===== config.mk =====
export PLATFORM = sky130hd
export DESIGN_NAME = bip_control_unit
export DESIGN_NICKNAME = d
export VERILOG_FILES = /design/src/rtl/bip_pkg.sv /design/src/rtl/bip_instr_decoder.sv /design/src/rtl/bip_control_unit.sv
export SDC_FILE = /design/constraint.sdc
export NUM_CORES = 1
export LEC_CHECK = 0
export ABC_CLOCK_PERIOD_IN_PS = 4330
export BUFFER_PORTS_ARGS = -buffer_cell sky130_fd_sc_hd__buf_4
export CORE_MARGIN = 3
export CORE_UTILIZATION = 50
export DETAILED_ROUTE_END_ITERATION = 6
export PLACE_DENSITY = 0.83
export SLEW_MARGIN = 20
export SYNTH_ARGS = -nofsm -noshare
export SYNTH_HDL_FRONTEND = slang
export SYNTH_HIERARCHICAL = 1
export SYNTH_SLANG_ARGS = --single-unit

===== constraint.sdc =====
create_clock -name clk -period 4.33 [get_ports clk]
set_input_delay 0.866 -clock clk [delete_from_list [all_inputs] [get_ports clk]]
set_output_delay 0.866 -clock clk [all_outputs]
set_load 0.02 [all_outputs]

===== src/rtl/bip_pkg.sv =====
// Shared constants for the BIP sequencer: opcode values, FSM state encoding and
// datapath select encodings used by the decoder and the control unit.
package bip_pkg;

    localparam int unsigned OPC_W = 5;

    localparam logic [OPC_W-1:0] OP_HLT  = 5'b00000;
    localparam logic [OPC_W-1:0] OP_STO  = 5'b00001;
    localparam logic [OPC_W-1:0] OP_LD   = 5'b00010;
    localparam logic [OPC_W-1:0] OP_LDI  = 5'b00011;
    localparam logic [OPC_W-1:0] OP_ADD  = 5'b00100;
    localparam logic [OPC_W-1:0] OP_ADDI = 5'b00101;
    localparam logic [OPC_W-1:0] OP_SUB  = 5'b00110;
    localparam logic [OPC_W-1:0] OP_SUBI = 5'b00111;

    typedef enum logic [2:0] {
        StFetch,
        StDecode,
        StMem,
        StExec,
        StHalt
    } state_e;

    localparam logic [1:0] SEL_A_MEM = 2'b00;
    localparam logic [1:0] SEL_A_IMM = 2'b01;
    localparam logic [1:0] SEL_A_ALU = 2'b10;
    localparam logic       SEL_B_MEM = 1'b0;
    localparam logic       SEL_B_IMM = 1'b1;
    localparam logic       ALU_ADD   = 1'b1;
    localparam logic       ALU_SUB   = 1'b0;

endpackage


===== src/rtl/bip_instr_decoder.sv =====
// Combinational opcode decoder: maps an opcode to the sequencing flags and the
// datapath control word (operand muxes and ALU operation).
module bip_instr_decoder
    import bip_pkg::*;
(
    input  logic [OPC_W-1:0] opcode,
    output logic             is_mem,
    output logic             is_store,
    output logic             wr_acc_en,
    output logic [1:0]       sel_a,
    output logic             sel_b,
    output logic             alu_op,
    output logic             is_halt,
    output logic             illegal
);

    always_comb begin
        is_mem    = 1'b0;
        is_store  = 1'b0;
        wr_acc_en = 1'b0;
        sel_a     = SEL_A_MEM;
        sel_b     = SEL_B_MEM;
        alu_op    = ALU_SUB;
        is_halt   = 1'b0;
        illegal   = 1'b0;
        unique case (opcode)
            OP_HLT:  is_halt = 1'b1;
            OP_STO: begin
                is_mem   = 1'b1;
                is_store = 1'b1;
            end
            OP_LD: begin
                is_mem    = 1'b1;
                wr_acc_en = 1'b1;
            end
            OP_LDI: begin
                wr_acc_en = 1'b1;
                sel_a     = SEL_A_IMM;
            end
            OP_ADD: begin
                is_mem    = 1'b1;
                wr_acc_en = 1'b1;
                sel_a     = SEL_A_ALU;
                alu_op    = ALU_ADD;
            end
            OP_ADDI: begin
                wr_acc_en = 1'b1;
                sel_a     = SEL_A_ALU;
                sel_b     = SEL_B_IMM;
                alu_op    = ALU_ADD;
            end
            OP_SUB: begin
                is_mem    = 1'b1;
                wr_acc_en = 1'b1;
                sel_a     = SEL_A_ALU;
            end
            OP_SUBI: begin
                wr_acc_en = 1'b1;
                sel_a     = SEL_A_ALU;
                sel_b     = SEL_B_IMM;
            end
            default: illegal = 1'b1;
        endcase
    end

endmodule


===== src/rtl/bip_control_unit.sv =====
// BIP multi-cycle sequencer: owns PC, IR and halt state; sequences fetch, decode,
// data-memory access and execute, and drives the accumulator datapath controls.
module bip_control_unit
    import bip_pkg::*;
#(
    parameter int unsigned PC_W   = 11,
    parameter int unsigned DATA_W = 16,
    parameter int unsigned OPER_W = 11
) (
    input  logic              clk,
    input  logic              rst_n,
    output logic              imem_req,
    output logic [PC_W-1:0]   imem_addr,
    input  logic              imem_ack,
    input  logic [DATA_W-1:0] imem_data,
    output logic              dmem_rd,
    output logic              dmem_wr,
    output logic [OPER_W-1:0] dmem_addr,
    input  logic              dmem_ack,
    output logic [DATA_W-1:0] operand_ext,
    output logic [1:0]        sel_a,
    output logic              sel_b,
    output logic              alu_op,
    output logic              wr_acc,
    output logic              retired,
    output logic              illegal_op,
    output logic              halted
);

    state_e            state_q, state_d;
    logic [PC_W-1:0]   pc_q, pc_d;
    logic [DATA_W-1:0] ir_q, ir_d;

    logic       is_mem, is_store, wr_acc_en, is_halt, illegal;
    logic       dec_sel_b, dec_alu_op;
    logic [1:0] dec_sel_a;
    logic       ctrl_active;

    bip_instr_decoder u_dec (
        .opcode    (ir_q[DATA_W-1 -: OPC_W]),
        .is_mem    (is_mem),
        .is_store  (is_store),
        .wr_acc_en (wr_acc_en),
        .sel_a     (dec_sel_a),
        .sel_b     (dec_sel_b),
        .alu_op    (dec_alu_op),
        .is_halt   (is_halt),
        .illegal   (illegal)
    );

    assign imem_addr   = pc_q;
    assign dmem_addr   = ir_q[OPER_W-1:0];
    assign operand_ext = {{(DATA_W-OPER_W){ir_q[OPER_W-1]}}, ir_q[OPER_W-1:0]};

    // The control word is only presented while an instruction is in flight.
    assign sel_a  = ctrl_active ? dec_sel_a  : SEL_A_MEM;
    assign sel_b  = ctrl_active ? dec_sel_b  : SEL_B_MEM;
    assign alu_op = ctrl_active ? dec_alu_op : ALU_SUB;

    always_comb begin
        state_d     = state_q;
        pc_d        = pc_q;
        ir_d        = ir_q;
        imem_req    = 1'b0;
        dmem_rd     = 1'b0;
        dmem_wr     = 1'b0;
        wr_acc      = 1'b0;
        retired     = 1'b0;
        illegal_op  = 1'b0;
        halted      = 1'b0;
        ctrl_active = 1'b0;
        unique case (state_q)
            StFetch: begin
                // Reset state is FETCH, but no request may be visible while held in reset.
                imem_req = rst_n;
                if (imem_ack) begin
                    ir_d    = imem_data;
                    state_d = StDecode;
                end
            end
            StDecode: begin
                ctrl_active = 1'b1;
                if (is_halt) begin
                    state_d = StHalt;
                end else if (is_mem) begin
                    state_d = StMem;
                end else begin
                    state_d = StExec;
                end
            end
            StMem: begin
                ctrl_active = 1'b1;
                dmem_wr     = is_store;
                dmem_rd     = !is_store;
                if (dmem_ack) begin
                    state_d = StExec;
                end
            end
            StExec: begin
                ctrl_active = 1'b1;
                wr_acc      = wr_acc_en;
                retired     = 1'b1;
                illegal_op  = illegal;
                pc_d        = pc_q + PC_W'(1);
                state_d     = StFetch;
            end
            StHalt: halted = 1'b1;
            default: state_d = StFetch;
        endcase
    end

    always_ff @(posedge clk or negedge rst_n) begin
        if (!rst_n) begin
            state_q <= StFetch;
            pc_q    <= '0;
            ir_q    <= '0;
        end else begin
            state_q <= state_d;
            pc_q    <= pc_d;
            ir_q    <= ir_d;
        end
    end

endmodule


==> impl_metrics.py, run 1 <==
metrics = {
    "die": {
        "ios": 69,
        "rows": 20,
        "start_util_pct": 53.7,
        "core_area_um2": 3100,
        "die_area_um2": 4060,
        "die_width_um": 63.7,
        "die_h_um": 63.7,
    },
    "synth": {
        "netlist_instances": 146,
        "syn_nets": 167,
        "synth_compound_area_share_pct": 0.751,
        "synthMuxAreaShare_pct": 13.4,
        "yosysUniqueCellTypes": 28,
        "synth-edff-count": 0,
        "synthXorXnorAreaFrac_pct": 5.26,
        "synthTopCellsByArea": "dfrtp_1 45%, buf_4 13%, mux2_2 11%, xnor2_1 3.2%, buf_6 2.7%",
        "synth_top_area_cell": "dfrtp_1",
        "yosys.area_share.adder_pct": 0.751,
        "synth-main-ff-cell": "dfrtp_1",
        "ys_seq_area_share_pct": 45.1,
        "syn_area_per_cell_um2": 11.4,
        "yosys.area.top_type_share_pct": 45.1,
        "synth_simple_gate_area_share_pct": 18.8,
        "synth_seq_cells": 30,
        "async_reset_ff_share_pct": 100,
        "ys_warn_count": 6,
        "synth_top_family_by_area": "simple AND/OR/NAND/NOR gates",
        "syn_area_um2": 1670,
    },
    "setup_path": {
        "crit_fanout": 10,
        "slowest_delay_ns": 0.51,
        "crit_path_end_kind": "output pin",
        "cp-startpoint": "state_q[1]",
        "r2r_end": "ir_q[9]",
        "cpMaxStageDelayCell": "dfrtp_1",
        "required_ns": 3.46,
        "critPathKind": "reg2out",
        "start_kind": "flip-flop",
        "worst-r2r-cell-count": 3,
        "rrSetupSlack_ns": 2.45,
        "rr_startpoint": "state_q[0]",
        "worstPathArrival_ns": 1.62,
        "cp_cell_sequence": "and3b_1 -> and2_2 -> buf_4",
        "crit_path_end": "illegal_op",
    },
    "placed_design": {
        "dp.cells": 225,
        "io_buffers": 68,
        "gp_congestion": 0.707,
        "dpl_cell_area_um2": 1970,
        "hpwl_um": 2390,
    },
    "cts": {
        "cts_hold_buffers": 0,
        "cts_buffers": 5,
        "cts_tree": "built",
        "clk_path_buf_depth": 2,
        "cts-resized-gates": 0,
        "htreeDepth": 2,
        "cts_root_buf": "clkbuf_4",
        "clock_sinks": 30,
        "cts_setup_buffers": 0,
        "insertion_delay_ns": 0.31,
        "cts.clk_slew.worst_paths_ns": 0.08,
    },
    "global_route": {
        "overflow": 0,
        "grt_pass1_wl_um": 5380,
        "grt_use_total_pct": 16.8,
        "grt_pass1_vias": 1163,
        "grt_max_degree": 32,
        "grt_antenna_before_repair": 0,
    },
    "sta": {
        "drv_slew": 0,
        "finalHoldViolCount": 0,
        "clock_skew_ns": 0.00571,
        "fin_crit_sh_pct": 57.5,
        "whs_ns": 0.470,
        "worst_pin_slew_ns": 0.705,
        "slew_headroom_pct": 53.0,
        "finalCriticalPeriod_ns": 2.49,
        "clock.fmax_ghz": 0.401,
        "setup_viol": 0,
        "rsz0062_at_grt": "false",
        "fin_setup_tns_ns": 0,
    },
    "layout": {
        "post-route-cell-area_um2": 2010,
        "num_antenna_cells": 0,
        "fin_nets": 209,
        "drive_gt1_share_pct": 55.9,
        "fin_util_pct": 64.9,
        "finalNonFillerCells": 232,
        "syn2layout_area_growth_pct": 20.9,
    },
    "route": {
        "viasPerCell": 4.94,
        "met1_length_um": 1160,
        "drt_wl_total_um": 3080,
        "top_layer": "met4",
        "drc_errors": 0,
        "firstDrtPassIters": 4,
        "dr_wl_met3_um": 240,
        "drt_iter0_markers": 21,
        "wl_per_cell_um": 13.3,
        "vias": 1145,
        "antenna_left": 0,
        "wl_met2_um": 1610,
    },
    "power": {
        "switching_power_w": 0.000658,
        "p_leak_nw": 0.987,
        "power-per-cell-area_nw_per_um2": 750,
        "internal_power_w": 0.000853,
        "sw_frac_of_total_pct": 43.5,
        "p_clk_share_pct": 9.5,
        "p_seq_share_pct": 35.1,
        "comb_power_share_pct": 55.4,
        "ir_drop_v": 0.000383,
    },
    "run": {
        "maxCapViolations": 0,
    },
    "worst_hold_path": {
        "hp-class": "in2async",
    },
    "outcome": {
        "outcome": "completed",
    },
}
metal layers:
layer / up-vias / global-route usage, %
met3: 9 / 5.35
li1: 539 / -
met1: 551 / 18.9
met2: 46 / 29.2
met4: 0 / 6.74
met5: - / 0
per-stage QoR:
step | total power [W] | worst slack [ns]
3_3_place_gp | 0.00135 | 1.92
5_1_grt | 0.00162 | 1.69
3_5_place_dp | 0.00139 | 1.90
2_1_floorplan | 0.00124 | 2.04
4_1_cts | 0.00153 | 1.81
6_report | 0.00151 | 1.84
layout by cell type, fill, tap and decap left out, types with 2 or more instances in the layout:
cell type / count
nor2_1: 11
nand2_1: 8
clkbuf_4: 5
mux2i_1: 2
nand4_1: 2
nor3_1: 3
and3_1: 3
buf_4: 68
and2_2: 4
mux2_2: 17
nor3_2: 3
xor2_1: 4
xnor2_1: 6
and2_1: 6
and3_2: 2
clkbuf_1: 2
dfrtp_1: 30
worst max-delay path: cells and delay by family, from the launching register on:
kind | cells | cell delay (ns)
DFF | 1 | 0.51
and+or+nand+nor | 2 | 0.68
buffers and inverters | 1 | 0.13
cells in the mapped netlist (2+ instances only):
master,count
nor2_1,11
and3_1,3
and2_1,6
xor2_1,4
nand2_1,8
xnor2_1,6
nand4_1,2
and3_2,2
nor3_2,3
buf_4,29
dfrtp_1,30
mux2i_1,2
and2_2,4
mux2_2,17
nor3_1,3
buf_6,4
registers in the layout, indices dropped and copies added (netlist names):
register   count
ir_q          16
state_q        3
imem_addr     11
power by group through the flow:
stage,sequential [W],combinational (W),clock [W]
after floorplan,0.000518,0.000717,0
after global placement,0.000525,0.000828,0
after detailed placement,0.000539,0.000847,0
after CTS,0.000533,0.000848,0.000151
after global routing,0.000561,0.000895,0.000168
final,0.000530,0.000837,0.000143
final cells by class:
type                    count  area [µm²]
inverters                   1        3.75
flip-flops and latches     30         751
well taps                  44        55.1
multi-input cells          82         648
repair buffers             68         510
clock buffers               7        45.0
fillers                   291        1090
kinds of logic after synthesis:
kind of cell | Yosys count
simple gates | 49
flops | 30
xor+xnor | 10
fa+ha+maj | 1
mux | 20
buf+inv | 34
compound gates | 2
worst min path at each step:
stage                        from             to  slack [ns]
finish                      rst_n   imem_addr[5]        0.47
global route                rst_n   imem_addr[1]        0.46
CTS                         rst_n   imem_addr[5]        0.48
detailed placement  imem_addr[10]  imem_addr[10]        0.47
global placement    imem_addr[10]  imem_addr[10]        0.47
floorplan                 ir_q[7]        ir_q[7]        0.48
No activity file was read; power rests on OpenSTA's default activity.
==> inputs of run 2 (changes only) <==
Settings changed: ABC_CLOCK_PERIOD_IN_PS 4330 to 2550, CORE_UTILIZATION 50 to 48, PLACE_DENSITY 0.83 to 0.8.
Clock period 4.33 ns to 2.55 ns, I/O delays scaled along.
==> impl_metrics.py, run 2 (synthesis results as in run 1) <==
metrics = {
    "cts": {
        "cts_root_buf": "clkbuf_4",
        "htreeDepth": 2,
        "clock_sinks": 30,
        "clk_path_buf_depth": 2,
        "cts_hold_buffers": 0,
        "cts_setup_buffers": 0,
        "insertion_delay_ns": 0.31,
        "cts_tree": "built",
        "cts_buffers": 5,
        "cts.clk_slew.worst_paths_ns": 0.09,
        "cts-resized-gates": 0,
    },
    "route": {
        "drt_wl_total_um": 3090,
        "wl_met2_um": 1680,
        "wl_per_cell_um": 13.3,
        "drt_iter0_markers": 7,
        "drc_errors": 0,
        "antenna_left": 0,
        "met1_length_um": 1150,
        "vias": 1126,
        "top_layer": "met4",
        "dr_wl_met3_um": 231,
        "firstDrtPassIters": 4,
        "viasPerCell": 4.85,
    },
    "sta": {
        "finalHoldViolCount": 0,
        "fin_crit_sh_pct": 83.5,
        "finalCriticalPeriod_ns": 2.13,
        "slew_headroom_pct": 53.6,
        "fin_setup_tns_ns": 0,
        "clock_skew_ns": 0.00928,
        "clock.fmax_ghz": 0.469,
        "worst_pin_slew_ns": 0.695,
        "drv_slew": 0,
        "setup_viol": 0,
        "whs_ns": 0.111,
        "rsz0062_at_grt": "false",
    },
    "die": {
        "die_h_um": 64.9,
        "die_width_um": 64.9,
        "die_area_um2": 4210,
        "ios": 69,
        "rows": 20,
        "start_util_pct": 52.4,
        "core_area_um2": 3180,
    },
    "placed_design": {
        "gp_congestion": 0.804,
        "hpwl_um": 2390,
        "io_buffers": 68,
        "dpl_cell_area_um2": 1970,
    },
    "global_route": {
        "grt_antenna_before_repair": 0,
        "overflow": 0,
        "grt_pass1_wl_um": 4960,
        "grt_pass1_vias": 1071,
        "grt_max_degree": 32,
        "grt_use_total_pct": 15.5,
    },
    "power": {
        "comb_power_share_pct": 55.1,
        "internal_power_w": 0.00144,
        "p_seq_share_pct": 35.2,
        "ir_drop_v": 0.000617,
        "p_leak_nw": 0.993,
        "power-per-cell-area_nw_per_um2": 1280,
        "p_clk_share_pct": 9.7,
        "sw_frac_of_total_pct": 44.0,
        "switching_power_w": 0.00113,
    },
    "layout": {
        "syn2layout_area_growth_pct": 21.0,
        "regMostFlops": "ir_q",
        "fillers": 267,
        "fin_nets": 209,
        "final_common_cell": "buf_4",
        "drive_gt1_share_pct": 56.9,
        "post-route-cell-area_um2": 2020,
        "layout_common_cells": "68 x buf_4, 30 x dfrtp_1, 17 x mux2_2, 11 x nor2_1, 8 x nand2_1",
        "largest_register_ffs": 16,
        "num_antenna_cells": 0,
    },
    "setup_path": {
        "crit_path_end_kind": "output pin",
        "start_kind": "flip-flop",
        "critPathKind": "reg2out",
        "slowest_delay_ns": 0.48,
        "required_ns": 2.04,
        "crit_family": "simple AND/OR/NAND/NOR gates",
        "crit_fanout": 9,
        "path_buf_inv": 1,
        "cpMaxStageDelayCell": "dfrtp_1",
        "cp_cell_sequence": "and3b_1 -> and2_2 -> buf_4",
        "worstPathArrival_ns": 1.62,
    },
    "outcome": {
        "outcome": "completed",
    },
    "worst_hold_path": {
        "hp-class": "in2async",
    },
    "run": {
        "maxCapViolations": 0,
    },
}
run 2: changes by cell type in the layout (fill, tap and decap cells not counted), sizes merged:
cell	before	now
clkinv	0	2
clkbuf	7	5
run 2: power by group through the flow:
| stage | sequential (W) | clock [W] | combinational (W) |
|---|---|---|---|
| 2_1_floorplan | 0.000880 | 0 | 0.00122 |
| 3_3_place_gp | 0.000892 | 0 | 0.00141 |
| 3_5_place_dp | 0.000917 | 0 | 0.00144 |
| 4_1_cts | 0.000907 | 0.000260 | 0.00144 |
| 5_1_grt | 0.000949 | 0.000289 | 0.00151 |
| 6_report | 0.000907 | 0.000250 | 0.00142 |
run 2: layer usage:
layer / global-route usage (%) / up-vias
met4: 6.33 / 0
met5: 0 / -
li1: - / 542
met3: 4.33 / 5
met1: 16.3 / 534
met2: 28.9 / 45
run 2: final cells by class:
type | count | area (µm²) | area share, %
clock inverter | 2 | 10.0 | 0.497
sequential | 30 | 751 | 37.2
clock buffer | 5 | 37.5 | 1.86
timing repair buffer | 68 | 510 | 25.3
inverter | 1 | 3.75 | 0.186
tap | 44 | 55.1 | 2.73
multi-input combinational | 82 | 648 | 32.2
run 2: worst reg2reg max path, stage by stage, from the launching register on:
cell and delay, ns:
dfrtp_1 0.48, nor3_1 0.25, and2_1 0.61, mux2_2 0.42
run 2: final timing paths:
| check | from | end | slack [ns] | depth (start not counted) |
|---|---|---|---|---|
| setup / recovery | state_q[2] | illegal_op | 0.42 | 3 |
| hold / removal | rst_n | ir_q[12] | 0.11 | 1 |
| setup reg to reg | state_q[0] | ir_q[8] | 0.69 | 3 |
| hold reg to reg | imem_addr[10] | imem_addr[10] | 0.48 | 1 |
| max in group asynchronous | rst_n | state_q[2] | 2.16 | 1 |
| min in group clk | imem_data[7] | ir_q[7] | 0.42 | 2 |
run 2: through the flow:
step | total power (W) | std cells | setup slack, ns | util, %
after CTS | 0.00261 | 232 | 0.389 | 63.4
after global routing | 0.00274 | 232 | 0.303 | 63.4
after global placement | 0.00230 | 225 | 0.763 | 61.9
after floorplan | 0.00210 | 146 | 0.617 | -
final | 0.00257 | 232 | 0.420 | 63.4
after detailed placement | 0.00235 | 225 | 0.661 | 61.9
